## src/rtl/bus_device_endpoint.sv

```systemverilog
// rtl/bus_device_endpoint.sv - device-side TX/RX FIFO endpoint for the bs_gnrtr_n_rbtr bus
module bus_device_endpoint #(
   parameter int         pckg_sz   = 16,
   parameter int         depth     = 8,
   parameter logic [7:0] id        = 8'd0,
   parameter logic [7:0] broadcast = 8'hFF
) (
   input  logic               clk,
   input  logic               reset,
   output logic               pndng,
   output logic [pckg_sz-1:0] D_pop,
   input  logic               pop,
   input  logic               push,
   input  logic [pckg_sz-1:0] D_push,
   input  logic               tx_valid,
   input  logic [pckg_sz-1:0] tx_data,
   output logic               tx_ready,
   output logic               rx_valid,
   output logic [pckg_sz-1:0] rx_data,
   input  logic               rx_ready,
   input  logic               clr_err,
   output logic               rx_overflow,
   output logic               misroute,
   output logic [7:0]         drop_cnt
);
   localparam int            AW   = $clog2(depth);
   localparam int            CW   = AW + 1;
   localparam logic [CW-1:0] FULL = CW'(depth);

   logic [pckg_sz-1:0] tx_mem_q [depth];
   logic [pckg_sz-1:0] rx_mem_q [depth];

   logic [AW-1:0] tx_wptr_q, tx_wptr_d, tx_rptr_q, tx_rptr_d;
   logic [AW-1:0] rx_wptr_q, rx_wptr_d, rx_rptr_q, rx_rptr_d;
   logic [CW-1:0] tx_count_q, tx_count_d, rx_count_q, rx_count_d;
   logic          rx_overflow_q, rx_overflow_d, misroute_q, misroute_d;
   logic [7:0]    drop_cnt_q, drop_cnt_d;

   logic          tx_wr, tx_rd, rx_wr, rx_rd;
   logic          dest_ok, ovf_evt, mis_evt, drop_evt;
   logic [7:0]    dest;

   // Status outputs come only from registered counts; data outputs are gated to hide stale storage
   assign pndng       = (tx_count_q != '0);
   assign tx_ready    = (tx_count_q != FULL);
   assign rx_valid    = (rx_count_q != '0);
   assign D_pop       = pndng    ? tx_mem_q[tx_rptr_q] : '0;
   assign rx_data     = rx_valid ? rx_mem_q[rx_rptr_q] : '0;
   assign rx_overflow = rx_overflow_q;
   assign misroute    = misroute_q;
   assign drop_cnt    = drop_cnt_q;

   // Next-state: FIFO pointers/counts, routing decision and sticky error bookkeeping
   always_comb begin
      dest    = D_push[pckg_sz-1 -: 8];
      dest_ok = (dest == id) || (dest == broadcast);
      tx_wr   = tx_valid && tx_ready;
      tx_rd   = pop && pndng;
      rx_rd   = rx_valid && rx_ready;
      // a local read in the same cycle frees a slot even when RX is full
      rx_wr   = push && dest_ok && ((rx_count_q != FULL) || rx_rd);
      ovf_evt = push && dest_ok && (rx_count_q == FULL) && !rx_rd;
      mis_evt = push && !dest_ok;
      drop_evt = ovf_evt || mis_evt;

      tx_wptr_d  = tx_wr ? tx_wptr_q + AW'(1) : tx_wptr_q;
      tx_rptr_d  = tx_rd ? tx_rptr_q + AW'(1) : tx_rptr_q;
      tx_count_d = tx_count_q + CW'(tx_wr) - CW'(tx_rd);
      rx_wptr_d  = rx_wr ? rx_wptr_q + AW'(1) : rx_wptr_q;
      rx_rptr_d  = rx_rd ? rx_rptr_q + AW'(1) : rx_rptr_q;
      rx_count_d = rx_count_q + CW'(rx_wr) - CW'(rx_rd);

      // clear and a fresh drop in the same cycle: the fresh event survives
      if (clr_err) begin
         rx_overflow_d = ovf_evt;
         misroute_d    = mis_evt;
         drop_cnt_d    = drop_evt ? 8'd1 : 8'd0;
      end else begin
         rx_overflow_d = rx_overflow_q || ovf_evt;
         misroute_d    = misroute_q || mis_evt;
         drop_cnt_d    = (drop_evt && drop_cnt_q != 8'hFF) ? drop_cnt_q + 8'd1 : drop_cnt_q;
      end
   end

   // Control state with asynchronous active-low reset
   always_ff @(posedge clk or negedge reset) begin
      if (!reset) begin
         tx_wptr_q     <= '0;
         tx_rptr_q     <= '0;
         tx_count_q    <= '0;
         rx_wptr_q     <= '0;
         rx_rptr_q     <= '0;
         rx_count_q    <= '0;
         rx_overflow_q <= 1'b0;
         misroute_q    <= 1'b0;
         drop_cnt_q    <= '0;
      end else begin
         tx_wptr_q     <= tx_wptr_d;
         tx_rptr_q     <= tx_rptr_d;
         tx_count_q    <= tx_count_d;
         rx_wptr_q     <= rx_wptr_d;
         rx_rptr_q     <= rx_rptr_d;
         rx_count_q    <= rx_count_d;
         rx_overflow_q <= rx_overflow_d;
         misroute_q    <= misroute_d;
         drop_cnt_q    <= drop_cnt_d;
      end
   end

   // FIFO storage is not reset; writes are qualified by the handshakes above
   always_ff @(posedge clk) begin
      if (tx_wr) tx_mem_q[tx_wptr_q] <= tx_data;
      if (rx_wr) rx_mem_q[rx_wptr_q] <= D_push;
   end
endmodule

```

## config.mk

```make
export PLATFORM = sky130hd
export DESIGN_NAME = bus_device_endpoint
export DESIGN_NICKNAME = d
export VERILOG_FILES = /design/src/rtl/bus_device_endpoint.sv
export SDC_FILE = /design/constraint.sdc
export NUM_CORES = 1
export LEC_CHECK = 0
export ABC_AREA = 1
export BUFFER_PORTS_ARGS = -buffer_cell sky130_fd_sc_hd__clkbuf_2
export CAP_MARGIN = 0
export CORE_ASPECT_RATIO = 0.75
export CORE_MARGIN = 2
export CORE_UTILIZATION = 43
export CTS_BUF_LIST = sky130_fd_sc_hd__clkbuf_4
export DETAILED_ROUTE_END_ITERATION = 16
export GPL_ROUTABILITY_DRIVEN = 0
export PLACE_DENSITY = 0.56
export SLEW_MARGIN = 20
export SYNTH_ARGS = -nofsm -noshare
export SYNTH_HDL_FRONTEND = slang
export SYNTH_SLANG_ARGS = --single-unit
```

## constraint.sdc

```tcl
create_clock -name clk -period 2.9 [get_ports clk]
set_clock_uncertainty 0.05 [all_clocks]
set_input_delay 0.29 -clock clk [delete_from_list [all_inputs] [get_ports clk]]
set_output_delay 0.29 -clock clk [all_outputs]
set_load 0.01 [all_outputs]
```

; Word-level counts from Yosys, hierarchy flattened
; Memory sizes are Yosys's and may differ from the RTL's.
; Index checks and enable logic that the tools add are counted.
[totals]
n_memories = 2
mem_bits_rw = 256
output_inout_bits = 45
regBits = 30
elab_cells = 56
[classes]
add_sub_neg = 9
muxes = 11
n_reduce_logical = 20
n_eq_ne = 5
[mem_list]
columns = memory, depth, word_bits, read_ports, rd_ports_with_merged_regs, write_ports, line_no
row1 = rx_mem_q, 8, 16, 1, 0, 1, 31  ; logic [pckg_sz-1:0] rx_mem_q [depth];
row2 = tx_mem_q, 8, 16, 1, 0, 1, 30  ; logic [pckg_sz-1:0] tx_mem_q [depth];
[ops]
columns = operator, count
row1 = 16-bit 2-to-1 mux, 2
row2 = 8-bit 2-to-1 mux, 2
row3 = 3-bit by 1-bit adder with 3-bit output (second input constant), 4
row4 = 1-bit logical AND, 9
row5 = 4-bit by 1-bit adder with 4-bit output, 2
row6 = 8-bit by 1-bit adder with 8-bit output (second input constant), 1
row7 = 8-bit == test (second input constant), 1
row8 = 8-bit logical NOT, 1
row9 = 4-bit inequality test (second input constant), 2
row10 = 8-bit inequality test (second input constant), 1
row11 = 4-bit nonzero test, 2
row12 = 4-bit by 1-bit subtractor with 4-bit output, 2
row13 = 1-bit 2-to-1 mux, 7
row14 = 1-bit logical OR, 5
row15 = 4-bit == test (second input constant), 1
row16 = 1-bit logical NOT, 2
row17 = 2-bit nonzero test, 1

; Depth between registers and ports, before layout
[depth]
ltp_word = 9
depth_mapped = 13
ltp_nobuf = 13

; Worst setup path after synthesis
; OpenSTA, ideal clock, no wires.
[synth_timing]
kind = flip-flop to flip-flop
start = register rx_count_q[2]
end = memory rx_mem_q[6][0] (enable)
stages_incl_launch_ff = 10
t_arrival_ns = 1.862
path_slack_ns = 0.600
required_time_ns = 2.462
setup_time_ns = 0.388
path_cell_list = dfrtp_1 inv_1 ha_1 nand2_4 nand2_8 nand2_4 inv_2 nor2_4 nand2_2 nor2_1
[synth_between]
elab_chain_cells = 6
elab_cells_between_ends = 7
[synth_lines]
columns = item, line_no
row1 = from (decl), 35  ; logic [CW-1:0] tx_count_q, tx_count_d, rx_count_q, rx_count_d;
row2 = from (signal assigned), 103  ; rx_count_q <= rx_count_d;
row3 = 4-bit nonzero test, 46  ; assign rx_valid = (rx_count_q != '0);
row4 = 1-bit logical AND, 59  ; rx_rd = rx_valid && rx_ready;
row5 = 1-bit logical OR (*), 61  ; rx_wr = push && dest_ok && ((rx_count_q != FULL) || rx_rd);
row6 = 1-bit logical AND (*), 61
row7 = 1-bit 2-to-1 mux (*), 113  ; if (rx_wr) rx_mem_q[rx_wptr_q] <= D_push;
row8 = 1-bit 2-to-1 mux (implied by the code) (*), 113
row9 = to (decl), 31
; Every way passes the cells marked *; elsewhere a longest branch is shown, timed or not.

; Worst setup path in the final report
[layout_timing]
start = register tx_rptr_q[0]
end = output port D_pop[0]
[layout_between]
elab_chain_cells = 2
[layout_lines]
columns = item, line_no
row1 = from (decl), 33  ; logic [AW-1:0] tx_wptr_q, tx_wptr_d, tx_rptr_q, tx_rptr_d;
row2 = from (signal assigned), 99  ; tx_rptr_q <= tx_rptr_d;
row3 = memory 8 x 16 bit, --
row4 = 16-bit 2-to-1 mux, 47  ; assign D_pop = pndng ? tx_mem_q[tx_rptr_q] : '0;
row5 = to (decl), 11  ; output logic [pckg_sz-1:0] D_pop,
; Every way passes these cells.

==> impl_metrics.json <==
{
  "synth.distinct_cells": 31,
  "grt_pass1_vias": 7769,
  "die-area_um2": 28840,
  "setup_tns_ps": 0,
  "seq_area_um2": 8441,
  "dpl_cell_area_um2": 12760,
  "grt_pass1_wl_um": 42320,
  "power_density_nw_per_um2": 929.7,
  "ir_worst_vdd_v": 0.0004133,
  "r2r_start": "rx_count_q[2]",
  "most-common-layout-cells": "256 x edfxtp_1, 243 x nor2_1, 180 x o21ai_0, 114 x clkbuf_4, 83 x clkbuf_2",
  "ant_nets": 0,
  "area_growth_pct": 19.44,
  "port_buffers": 83,
  "synth_compound_area_share_pct": 10.61,
  "combPwrFrac_pct": 34.8,
  "path_clk_slew_ps": 70,
  "synthCells": 976,
  "tritoncts": "done",
  "cts_setup_buffers": 0,
  "clk-insertion-delay-late_ps": 690,
  "cts_buffers": 73,
  "finalHoldViolCount": 0,
  "overflow": 0,
  "antenna_found_initial": 1,
  "syn-mean-instance-area_um2": 12.11,
  "ys_ff_latch": 286,
  "grt_max_degree": 66,
  "yosysSeqAreaShare_pct": 71.40,
  "final_max_slew_viol_count": 0,
  "dp_hpwl_um": 15020,
  "wire_per_inst_um": 17.01,
  "r2r_cells": 13,
  "drc": 0,
  "numClockSinks": 286,
  "critPathRequiredTime_ps": 2560,
  "pin_count": 84,
  "p_seq_share_pct": 38.7,
  "drt-initial-drc-count": 510,
  "rsz0062_at_grt": "no",
  "wirelength_um": 26720,
  "yosysWarnings": 0,
  "p_int_mw": 8.402,
  "pwr-share-clk_pct": 26.5,
  "crit_start": "tx_rptr_q[0]",
  "yosys.area_share.simple_pct": 11.91,
  "synth.area.mux_share_pct": 0,
  "max-slew-margin-rel_pct": 45.02,
  "min_path_type": "input pin to async pin",
  "worst_pin_slew_ps": 824.7,
  "row_count": 52,
  "leakagePower_nw": 5.277,
  "swShare_pct": 35.98,
  "syn-num-nets": 1033,
  "cap_viol_max_count": 0,
  "critPathKind": "flip-flop to output pin",
  "root_buffer": "clkbuf_4",
  "cts_max_path_buffers": 3,
  "viasPerCell": 5.004,
  "dieWidth_um": 195.4,
  "final_common_cell": "edfxtp_1",
  "synth_top_family_by_area": "simple AND/OR/NAND/NOR gates",
  "syn_area_um2": 11820,
  "core-area_um2": 27000,
  "fmax_mhz": 363.1,
  "min_period_ps": 2754,
  "critPathCaptureType": "output pin",
  "multi_input_area_um2": 3020,
  "synth_fa_ha_area_share_pct": 2.033,
  "cp-start-kind": "flip-flop",
  "crit_fanout": 37,
  "power.switching_mw": 4.721,
  "layout_worst_path_cycle_share_pct": 94.96,
  "status": "complete, no violations",
  "nets": 1217,
  "nFillCells": 2428,
  "synthXorXnorAreaFrac_pct": 0.9634,
  "drt_first_pass_iters": 8,
  "num_vias": 7861,
  "h-tree-depth": 3,
  "fin_area_um2": 14120,
  "drive_gt1_share_pct": 21.84,
  "setup_viol": 0,
  "fp.dieH_um": 147.6,
  "arrival_ps": 2410,
  "start_util_pct": 43.77,
  "track_usage_pct": 19.06
}
-- power groups by stage --
stage / Combinational, mW / Clock [mW] / Sequential, mW
6_report: 4.57 / 3.48 / 5.08
5_1_grt: 5.18 / 3.80 / 5.11
4_1_cts: 4.60 / 3.59 / 5.07
3_5_place_dp: 4.54 / 0 / 5.15
3_3_place_gp: 4.51 / 0 / 5.15
2_1_floorplan: 2.98 / 0 / 5.12
-- routing by layer --
metal	part of all wire (%)	wire length, um	up-vias	global-route usage (%)
li1	-	-	3880	-
met1	52	13920	3769	29.27
met2	42	11210	186	26.66
met3	4.8	1288	26	4.677
met4	1.1	303	0	5.763
met5	0	0	-	0
-- stage by stage --
| step | setup WS [ps] | utilization [%] | total power, mW | cells | hold WS [ps] |
|---|---|---|---|---|---|
| after floorplan | 599.9 | - | 8.101 | 976 | -55.59 |
| after global placement | 635.4 | 47.25 | 9.656 | 1398 | 388.1 |
| after detailed placement | 576.1 | 47.25 | 9.697 | 1398 | 381.3 |
| after CTS | 44.88 | 52.22 | 13.26 | 1569 | 151.4 |
| after global routing | 17.73 | 52.27 | 14.09 | 1570 | 206.2 |
| final | 146.1 | 52.28 | 13.12 | 1571 | 177.7 |
-- final cells by class --
class	instances	area share (%)
diodes	2	0.03545
clock buffers	114	6.063
repair buffers	158	7.960
inverters	34	0.9396
flip-flops and latches	286	59.79
well taps	351	3.111
clock inverters	19	0.7002
multi-input cells	607	21.40
-- kinds of logic after synthesis --
kind of cell | after synthesis
fa+ha+maj | 18
buf+inv | 83
simple gates | 338
xor+xnor | 13
compound gates | 238
flops | 286
-- final timing paths --
check / end / slack, ps
max: D_pop[0] / 150
min: tx_wptr_q[2] / 180
max reg2reg: rx_count_q[1] / 580
min reg2reg: tx_count_q[0] / 460
max in group asynchronous: rx_rptr_q[0] / 2050
min in group clk: tx_mem_q[7][2] / 360
-- what timing repair did --
item,in CTS,in global routing
hold buffers,38,0
setup endpoints to repair,10,10
gates resized for setup,2,6
hold endpoints to repair,304,0
-- Yosys cell counts --
| cell type | number | area, um2 |
|---|---|---|
| o21ai_1 | 20 | 100.1 |
| nand2_4 | 4 | 45.04 |
| clkbuf_1 | 22 | 82.58 |
| buf_4 | 8 | 60.06 |
| a21oi_1 | 4 | 20.02 |
| xor2_1 | 10 | 87.58 |
| o21ai_4 | 1 | 16.27 |
| nor3b_1 | 1 | 7.510 |
| inv_2 | 3 | 11.26 |
| a21oi_4 | 1 | 16.27 |
| nor2_4 | 1 | 11.26 |
| nand4_1 | 3 | 18.77 |
| a31oi_1 | 32 | 200.2 |
| clkinv_1 | 1 | 3.750 |
| nor2_2 | 1 | 6.260 |
| ha_1 | 16 | 200.2 |
| edfxtp_1 | 256 | 7687 |
| o21ai_0 | 180 | 900.9 |
| nand3_1 | 14 | 70.07 |
| xnor2_1 | 3 | 26.28 |
| nand2_2 | 3 | 18.77 |
| inv_1 | 30 | 112.6 |
| nand2_1 | 55 | 206.5 |
| nor3_2 | 6 | 60.06 |
| dfrtp_1 | 30 | 750.7 |
| nor2_1 | 245 | 919.6 |
| buf_2 | 19 | 95.09 |
| fa_1 | 2 | 40.04 |
| nor3_1 | 1 | 5.000 |
| or2_2 | 3 | 18.77 |
| nand2_8 | 1 | 20.02 |
-- sequential cells by signal, indices dropped and copies added, names as in the netlist --
| signal | count |
|---|---|
| tx_wptr_q | 3 |
| rx_mem_q | 128 |
| tx_rptr_q | 3 |
| rx_overflow | 1 |
| rx_wptr_q | 3 |
| tx_count_q | 4 |
| tx_mem_q | 128 |
| rx_rptr_q | 3 |
| drop_cnt | 8 |
| misroute | 1 |
| rx_count_q | 4 |
-- critical path, cell delays in order, from the launching register on --
cell,delay [ps]
dfrtp_2,440
inv_4,180
buf_12,230
nor2_1,50
o21ai_0,150
o21ai_0,90
a31oi_1,360
clkbuf_2,210
Power figures use the tool's default switching activity.
